## config.mk

```make
export PLATFORM = sky130hd
export DESIGN_NAME = fp_square_seq
export DESIGN_NICKNAME = d
export VERILOG_FILES = /design/src/rtl/fp_square_seq.sv
export SDC_FILE = /design/constraint.sdc
export NUM_CORES = 1
export LEC_CHECK = 0
export BUFFER_PORTS_ARGS = -buffer_cell sky130_fd_sc_hd__buf_2
export CAP_MARGIN = 5
export CORE_UTILIZATION = 40
export CTS_CLUSTER_SIZE = 40
export DETAILED_ROUTE_END_ITERATION = 7
export GPL_TIMING_DRIVEN = 0
export HOLD_SLACK_MARGIN = 0.1
export SETUP_SLACK_MARGIN = 0.5
export SLEW_MARGIN = 0
export SYNTH_ARGS = -nofsm -noshare
export SYNTH_HDL_FRONTEND = slang
export SYNTH_SLANG_ARGS = --single-unit
```

## constraint.sdc

```tcl
create_clock -name clk -period 2.75 [get_ports clk]
set_input_delay 0.1375 -clock clk [delete_from_list [all_inputs] [get_ports clk]]
set_output_delay 0.1375 -clock clk [all_outputs]
set_load 0.05 [all_outputs]
```

## src/rtl/fp_square_seq.sv

```systemverilog
// fp_square_seq: sequential IEEE-754 single-precision squarer (shift-add multiplier, IDLE/MUL/NORM/DONE FSM).
// Optional macro FP_SQUARE_ROUND_NEAREST_EN selects round-to-nearest-even; the default build truncates.

module fp_square_seq #(
    parameter int BITS_PER_CYCLE = 1
) (
    input  logic        clk,
    input  logic        rst_n,
    input  logic        EN,
    input  logic        start,
    input  logic [31:0] A,
    output logic        busy,
    output logic        done,
    output logic [31:0] result,
    output logic        overflow,
    output logic        underflow,
    output logic        exception
);

    localparam int NUM_STEPS = 24 / BITS_PER_CYCLE;
    localparam int CNT_W     = $clog2(NUM_STEPS);
    localparam logic [CNT_W-1:0] LAST_STEP = CNT_W'(NUM_STEPS - 1);

    typedef enum logic [1:0] {IDLE, MUL, NORM, DONE} state_t;

    state_t state_q, state_d;

    // The sign of A never reaches the result, so only the magnitude is captured.
    logic [30:0]             a_q;
    logic [23:0]             mplr_q;
    logic [47:0]             acc_q;
    logic [CNT_W-1:0]        cnt_q;
    logic [31:0]             normRes_q;
    logic                    normOvf_q, normUnf_q, normExc_q;
    logic [31:0]             result_q;
    logic                    ovf_q, unf_q, exc_q;
    logic                    done_q;

    logic [23:0]                   signif;
    logic [BITS_PER_CYCLE-1:0]     chunk;
    logic [23+BITS_PER_CYCLE:0]    partial;
    logic [47+BITS_PER_CYCLE:0]    accSum;
    logic [47:0]                   accNext;

    logic                prodTop;
    logic [22:0]         mantTrunc;
    logic signed [9:0]   expRaw;
    logic signed [9:0]   expFinal;
    logic [22:0]         mantFinal;
    logic [31:0]         normResult;
    logic                normOvf, normUnf, normExc;
    logic                unusedBits;

    always_ff @(posedge clk or negedge rst_n) begin
        if (!rst_n) begin
            state_q <= IDLE;
        end else if (EN) begin
            state_q <= state_d;
        end
    end

    always_comb begin
        state_d = state_q;
        case (state_q)
            IDLE:    if (start) state_d = MUL;
            MUL:     if (cnt_q == LAST_STEP) state_d = NORM;
            NORM:    state_d = DONE;
            DONE:    state_d = IDLE;
            default: state_d = IDLE;
        endcase
    end

    // Partial product lands in the upper half, then the whole accumulator
    // shifts right, so after NUM_STEPS steps the full 48-bit product is in place.
    assign signif = {1'b1, a_q[22:0]};
    assign chunk  = mplr_q[BITS_PER_CYCLE-1:0];

    always_comb begin
        partial = '0;
        for (int i = 0; i < BITS_PER_CYCLE; i++) begin
            if (chunk[i]) begin
                partial = partial + ({{BITS_PER_CYCLE{1'b0}}, signif} << i);
            end
        end
    end

    assign accSum  = {{BITS_PER_CYCLE{1'b0}}, acc_q} + {partial, 24'd0};
    assign accNext = accSum[47+BITS_PER_CYCLE:BITS_PER_CYCLE];

    assign prodTop   = acc_q[47];
    assign mantTrunc = prodTop ? acc_q[46:24] : acc_q[45:23];
    assign expRaw    = {1'b0, a_q[30:23], 1'b0} - 10'd127 + {9'd0, prodTop};

`ifdef FP_SQUARE_ROUND_NEAREST_EN
    logic        guardBit, stickyBit, roundUp;
    logic [23:0] mantRounded;

    always_comb begin
        guardBit    = prodTop ? acc_q[23] : acc_q[22];
        stickyBit   = prodTop ? |acc_q[22:0] : |acc_q[21:0];
        roundUp     = guardBit & (stickyBit | mantTrunc[0]);
        mantRounded = {1'b0, mantTrunc} + {23'd0, roundUp};
        mantFinal   = mantRounded[22:0];
        expFinal    = expRaw + {9'd0, mantRounded[23]};
    end

    assign unusedBits = ^{A[31], accSum[BITS_PER_CYCLE-1:0]};
`else
    always_comb begin
        mantFinal = mantTrunc;
        expFinal  = expRaw;
    end

    assign unusedBits = ^{A[31], accSum[BITS_PER_CYCLE-1:0], acc_q[22:0]};
`endif

    // Overflow is judged on the exponent after any rounding carry.
    always_comb begin
        normResult = 32'd0;
        normOvf    = 1'b0;
        normUnf    = 1'b0;
        normExc    = 1'b0;
        if (a_q[30:23] == 8'hFF) begin
            normExc    = 1'b1;
            normResult = (a_q[22:0] != 23'd0) ? 32'h7FC00000 : 32'h7F800000;
        end else if (a_q[30:23] == 8'h00) begin
            normUnf = (a_q[22:0] != 23'd0);
        end else if (expFinal >= 10'sd255) begin
            normOvf    = 1'b1;
            normResult = 32'h7F800000;
        end else if (expFinal <= 10'sd0) begin
            normUnf = 1'b1;
        end else begin
            normResult = {1'b0, expFinal[7:0], mantFinal};
        end
    end

    always_ff @(posedge clk or negedge rst_n) begin
        if (!rst_n) begin
            a_q       <= '0;
            mplr_q    <= '0;
            acc_q     <= '0;
            cnt_q     <= '0;
            normRes_q <= '0;
            normOvf_q <= 1'b0;
            normUnf_q <= 1'b0;
            normExc_q <= 1'b0;
            result_q  <= '0;
            ovf_q     <= 1'b0;
            unf_q     <= 1'b0;
            exc_q     <= 1'b0;
            done_q    <= 1'b0;
        end else begin
            done_q <= EN && (state_q == DONE);
            if (EN) begin
                case (state_q)
                    IDLE: begin
                        if (start) begin
                            a_q    <= A[30:0];
                            mplr_q <= {1'b1, A[22:0]};
                            acc_q  <= '0;
                            cnt_q  <= '0;
                        end
                    end
                    MUL: begin
                        acc_q  <= accNext;
                        mplr_q <= mplr_q >> BITS_PER_CYCLE;
                        cnt_q  <= cnt_q + CNT_W'(1);
                    end
                    NORM: begin
                        normRes_q <= normResult;
                        normOvf_q <= normOvf;
                        normUnf_q <= normUnf;
                        normExc_q <= normExc;
                    end
                    DONE: begin
                        result_q <= normRes_q;
                        ovf_q    <= normOvf_q;
                        unf_q    <= normUnf_q;
                        exc_q    <= normExc_q;
                    end
                    default: ;
                endcase
            end
        end
    end

    assign busy      = (state_q != IDLE);
    assign done      = done_q;
    assign result    = EN ? result_q : 32'd0;
    assign overflow  = ovf_q;
    assign underflow = unf_q;
    assign exception = exc_q;

endmodule

```

==> results.toml, run 1 <==
[placement]
dp_hpwl_um = 13910
port_buffers = 69
gp_congestion = 0.8240
pre_cts_ws_ns = -0.1481
dpl-instance-area_um2 = 9136

[detailed_routing]
dr.pass1.iters = 5
wire_per_inst_um = 15.68
drtAntennaViolNets = 0
drc = 0
vias_per_cell = 5.156
first_iter_violations = 299
vias = 6631
finalWirelength_um = 20170

[final_layout]
layout_common_cells = "nand2_1, dfrtp_1, buf_2"
area_growth_pct = 29.74
fin_area_um2 = 10840
layout-drive-gt1-share_pct = 29.23
layout_commonest_cell = "nand2_1"
multi_input_area_um2 = 4652
nets = 1073
regArea_um2 = 3909
fillers = 1819
n_antenna_cell = 0

[pwr]
power_density_nw_per_um2 = 1125
vdd_drop_max_mv = 0.5895
p_total_mw = 12.19
static-leakage-power_nw = 5.066

[global_routing]
antenna_found_initial = 0
grt_use_total_pct = 19.23
grt_pass1_wl_um = 33080
grt_pass1_vias = 6480
grt_max_degree = 104
gr-total-overflow = 0

[setup_path]
critical_path_class = "register to register"
cp_data_arrival_time_ns = 2.95
cp_max_fo = 7
slowest_stage = "dfrtp_2"
crit_chain = "and2_4 -> ha_4 -> inv_2 -> fa_2 -> nor2b_2 -> o31a_1 -> buf_4 -> o21a_1 -> o21ai_2 -> a21boi_2 -> o21ai_2 -> mux2i_1 -> o311ai_2"
cp.required_ns = 3.04
cpPeakStageDelay_ns = 0.47
cp-start-kind = "register"
reg2reg_from = "mplr_q[0]"
crit_path_end_kind = "register"
crit_top_cell = "o21ai_2"
cp-startpoint = "mplr_q[0]"

[synthesis]
seq_area_frac_synth_pct = 46.74
syn-num-nets = 921
netlist_area_um2 = 8352
synth.top_cell.area_share_pct = 46.74
syn_avg_cell_area_um2 = 9.803
synth_edf_count = 0
synthCells = 852
yosysWarnings = 0
yosys-top-cells-area = "dfrtp_1, nand2_1, ha_1, mux2_2, and2_1"
synth_cell_types = 66
ys_ff_latch = 156
yosys.area.top_type = "dfrtp_1"
ys.flop_type = "dfrtp_1"
ys_async_sr_fraction_pct = 100.0

[floorplan]
dieWidth_um = 146.5
floorplan.rows = 52
core_area_um2 = 20360
initial_core_util_pct = 41.01
die_y_um = 146.5
die_area_um2 = 21460
io_pins = 73

[sta]
setup_violations = 0
report.final.slew_viol_count = 0
worst_slack_ns = 0.08605
rsz0062_at_grt = "yes"
clock.fmax_ghz = 0.3754
period_share_pct = 96.87
slew_headroom_pct = 53.84
post-route-min-period_ns = 2.664
hold_ws_ns = 0.2155
fin_skew_ns = 0.009144
worst_pin_slew_ns = 0.6924
hold_violations = 0

[run]
max_cap_violations = 0

[cts]
clock-sinks = 156
clk_pin_slew_worst_paths_ns = 0.06
numCtsBuffers = 17
cts_buffer_depth = 2
htreeDepth = 4
root_buffer = "clkbuf_16"
clock_latency_ns = 0.43
cts_tree = "built"

[outcome]
outcome = "finished clean"

[min_path]
holdCritPathClass = "primary input to async pin"
[stage by stage]
stage                      TNS [ns]  cells  util, %
after floorplan                   0    852        -
after global placement      -141.57   1191    44.68
after detailed placement    -0.4294   1192    44.86
after CTS                         0   1270    51.22
after global routing      -0.005334   1286    53.21
final                             0   1286    53.21
[per-layer routing]
layer / global-route usage, % / wire length [um] / vias up
met3: 2.594 / 636 / 25
met1: 27.05 / 9700 / 3194
met2: 30.45 / 9526 / 117
li1: - / - / 3295
met4: 6.563 / 305 / 0
met5: 0 / 0 / -
[report_power, final]
part / internal [mW] / switching, mW / total, mW
Sequential: 3.22 / 0.749 / 3.97
Combinational: 2.64 / 3.20 / 5.84
Clock: 1.42 / 0.967 / 2.39
[Yosys cell counts (5+ instances only)]
library cell / count
nand2_1: 176
dfrtp_1: 156
and2_1: 55
o21ai_0: 49
a21oi_1: 34
mux2_2: 34
clkbuf_1: 32
ha_1: 32
mux2i_1: 27
nor2_1: 27
o21ai_2: 22
a221o_1: 20
nand3_1: 19
inv_1: 16
xnor2_1: 15
xor2_1: 12
a211oi_1: 11
a21o_1: 10
buf_2: 7
nor4_1: 7
and3_1: 6
buf_1: 6
nor3_1: 6
a31oi_1: 5
nand4_1: 5
[path summary, 6_finish.rpt]
path / to / slack, ns / depth (start not counted)
min: mplr_q[11] / 0.22 / 2
max in group asynchronous: normExc_q / 1.69 / 3
min reg2reg: mplr_q[23] / 0.48 / 1
max: acc_q[33] / 0.09 / 13
min in group clk: state_q[1] / 0.32 / 5
max reg2reg: acc_q[33] / 0.09 / 13
[cell families after synthesis]
logic type	Yosys count	synth area share (%)
and+or+nand+nor	320	17.74
AOI/OAI and AO/OA	187	16.24
DFF	156	46.74
buffers and inverters	66	3.356
muxes	61	7.820
adders and majority gates	33	5.034
xor gates and xnor gates	28	3.026
other	1	0.04490
[repair_timing]
| action | CTS | global route |
|---|---|---|
| endpoints found under the hold margin | 88 | 0 |
| gates cloned | 2 | 2 |
| hold buffers | 32 | 0 |
| gates resized for setup | 58 | 73 |
| buffers inserted | 13 | 14 |
| pin swaps | 19 | 33 |
| endpoints found under the setup margin | 59 | 79 |
[worst max-delay path: cells and delay by family, from the launching register on]
kind,cells,cell delay [ns]
AO/OA/AOI/OAI,6,1.05
adder cells (fa/ha/maj),2,0.34
buffers and inverters,2,0.21
flip-flops,1,0.47
multiplexers,1,0.23
AND/OR/NAND/NOR,2,0.22
[layout make-up]
type / instances / share of cell area, %
buffer: 50 / 2.771
clock buffer: 17 / 3.926
clock inverter: 14 / 1.559
inverter: 16 / 0.5543
multi-input combinational: 630 / 42.93
sequential: 156 / 36.07
tap: 270 / 3.118
timing repair buffer: 133 / 9.065
[state kept, by name (all words and copies together) (netlist names)]
register / cells
a_q: 31
done: 1
exception: 1
normExc_q: 1
cnt_q: 5
normRes_q: 31
underflow: 1
normOvf_q: 1
state_q: 2
overflow: 1
acc_q: 25
mplr_q: 24
normUnf_q: 1
result_q: 31
Note: power is estimated with default switching activity, not from simulation.
==> run 2, diff against run 1 <==
- CORE_ASPECT_RATIO: not set -> 1.1
==> run 2 against run 1 <==
Net effect:
- sequential cell count stayed put
- combinational power fell by 3.9%
- non-clock buffer count fell by 6
- via count decreased by 1.7%
- sequential share of layout area is 0.35 points higher
- fmax increased by 2.4%
- global-route usage decreased by 0.16 points
- die area barely moved
- final area decreased by 1.0%
- largest cell class unchanged
- highest routed layer unchanged
==> results.toml, run 2 (synthesized netlist as in run 1, its figures left out) <==
[global_routing]
grt_max_degree = 114
grt_pass1_vias = 6493
grt_pass1_wl_um = 32660
grt_use_total_pct = 19.07
antenna_found_initial = 0
gr-total-overflow = 0

[setup_path]
cp_max_fo = 6
cp_data_arrival_time_ns = 2.92
cp.required_ns = 3.07
crit_end = "acc_q[43]"
reg2reg_from = "mplr_q[0]"
critical_path_class = "register to register"
cp.depth = 12
cp-startpoint = "mplr_q[0]"
crit_path_end_kind = "register"
cp-start-kind = "register"
rr_worst_depth = 12
crit_chain = "and2_4 -> ha_4 -> inv_2 -> fa_2 -> nor2b_2 -> o31a_1 -> o211ai_4 -> a31oi_4 -> a221oi_4 -> o21bai_2 -> xor2_1 -> a22o_1"
cpPeakStageDelay_ns = 0.46
slowest_stage = "dfrtp_2"
r2r-end = "acc_q[43]"
rrSetupSlack_ns = 0.15
cp_top_family = "compound AO/OA/AOI/OAI gates"
worst-path-buf-inv = 1

[cts]
clock-sinks = 156
cts_tree = "built"
root_buffer = "clkbuf_16"
htreeDepth = 4
clock_latency_ns = 0.43
cts_buffer_depth = 2
clk_pin_slew_worst_paths_ns = 0.06
numCtsBuffers = 17

[final_layout]
largestRegisters = "a_q x31, normRes_q x31, result_q x31"
n_antenna_cell = 0
layout_common_cells = "nand2_1, dfrtp_1, buf_2"
layout-drive-gt1-share_pct = 27.99
layout_commonest_cell = "nand2_1"
fin_area_um2 = 10730
layout.cells.non_filler = 1267
nets = 1067
area_growth_pct = 28.43

[placement]
dp_hpwl_um = 13760
pre_cts_ws_ns = -0.1402
dp_cells = 1178
gp_congestion = 0.8374
dpl-instance-area_um2 = 9119
port_buffers = 69

[floorplan]
io_pins = 73
core_area_um2 = 20510
initial_core_util_pct = 40.73
floorplan.rows = 55
die_area_um2 = 21460
die_y_um = 153.6
dieWidth_um = 139.8

[sta]
slew_headroom_pct = 50.22
clock.fmax_ghz = 0.3843
worst_slack_ns = 0.1478
setup_violations = 0
worst_pin_slew_ns = 0.7466
post-route-min-period_ns = 2.602
hold_violations = 0
period_share_pct = 94.63
report.final.slew_viol_count = 0
fin_skew_ns = 0.008137
rsz0062_at_grt = "yes"

[detailed_routing]
first_iter_violations = 248
drc = 0
dr.pass1.iters = 5
wire_per_inst_um = 15.54
vias_per_cell = 5.144
vias = 6517
finalWirelength_um = 19690
drtAntennaViolNets = 0

[pwr]
vdd_drop_max_mv = 0.5464
power_density_nw_per_um2 = 1132
static-leakage-power_nw = 5.045

[min_path]
holdCritPathClass = "primary input to async pin"

[outcome]
outcome = "finished clean"

[run]
max_cap_violations = 0
==> run 2: cell types whose count changed in the layout (fill, tap and decap cells not counted), sizes merged <==
cell      previous run  this run
clkinvlp             2         4
inv                 18        17
buf                112       110
clkbuf              56        54
clkinv               7         3
bufinv               3         5
==> run 2: worst min-delay path by stage <==
stage | slack, ns | end | start | cells past startpoint
after floorplan | -0.16 | a_q[0] | rst_n | 0
after global placement | 0.33 | a_q[27] | A[27] | 3
after detailed placement | 0.05 | mplr_q[7] | rst_n | 1
after CTS | 0.19 | mplr_q[7] | rst_n | 2
after global routing | 0.22 | mplr_q[7] | rst_n | 2
final | 0.18 | mplr_q[7] | rst_n | 2
==> run 2: per-stage QoR <==
| step | util [%] | TNS, ns | hold WS [ns] | power (mW) |
|---|---|---|---|---|
| detailed placement | 44.47 | -0.5640 | 0.05004 | 8.797 |
| floorplan | - | 0 | -0.1581 | 7.635 |
| global route | 52.31 | 0 | 0.2227 | 13.04 |
| finish | 52.31 | 0 | 0.1790 | 12.14 |
| CTS | 50.93 | 0 | 0.1920 | 11.88 |
| global placement | 44.28 | -137.28 | 0.3345 | 8.699 |
==> run 2: layout make-up <==
type,count,area (um2)
Buffer,50,295.3
Clock buffer,19,442.9
Clock inverter,13,215.2
Fill cell,1881,9781
Inverter,16,60.06
Multi-Input combinational cell,630,4552
Sequential cell,156,3908
Tap cell,256,320.3
Timing Repair Buffer,127,933.4
==> run 2: where the power goes <==
part	internal, mW	switching (mW)	leakage [nW]
Clock	1.64	0.968	0.306
Sequential	3.22	0.709	1.98
Combinational	2.49	3.12	2.76
Total	7.35	4.79	5.04
==> run 2: repair_timing <==
action                                  in CTS  in global routing
hold endpoints to repair                   146                  0
endpoints found under the setup margin      70                 82
gates resized for setup                     53                 54
pin swaps                                   21                 22
cloned                                       0                  2
setup buffers                               18                  5
hold buffers                                32                  0
==> run 2: metal layers <==
layer / vias up / wire (um) / track usage [%]
li1: 3269 / - / -
met1: 3118 / 9374 / 25.74
met2: 106 / 9436 / 31.36
met3: 24 / 597 / 3.052
met4: 0 / 282 / 6.122
met5: - / 0 / 0
==> run 2: worst reg2reg max path: stages, from the launching register on <==
cell and delay, ns:
dfrtp_2 0.46, and2_4 0.16, ha_4 0.15, inv_2 0.05, fa_2 0.20, nor2b_2 0.05
o31a_1 0.30, o211ai_4 0.23, a31oi_4 0.16, a221oi_4 0.33, o21bai_2 0.09, xor2_1 0.14
a22o_1 0.17
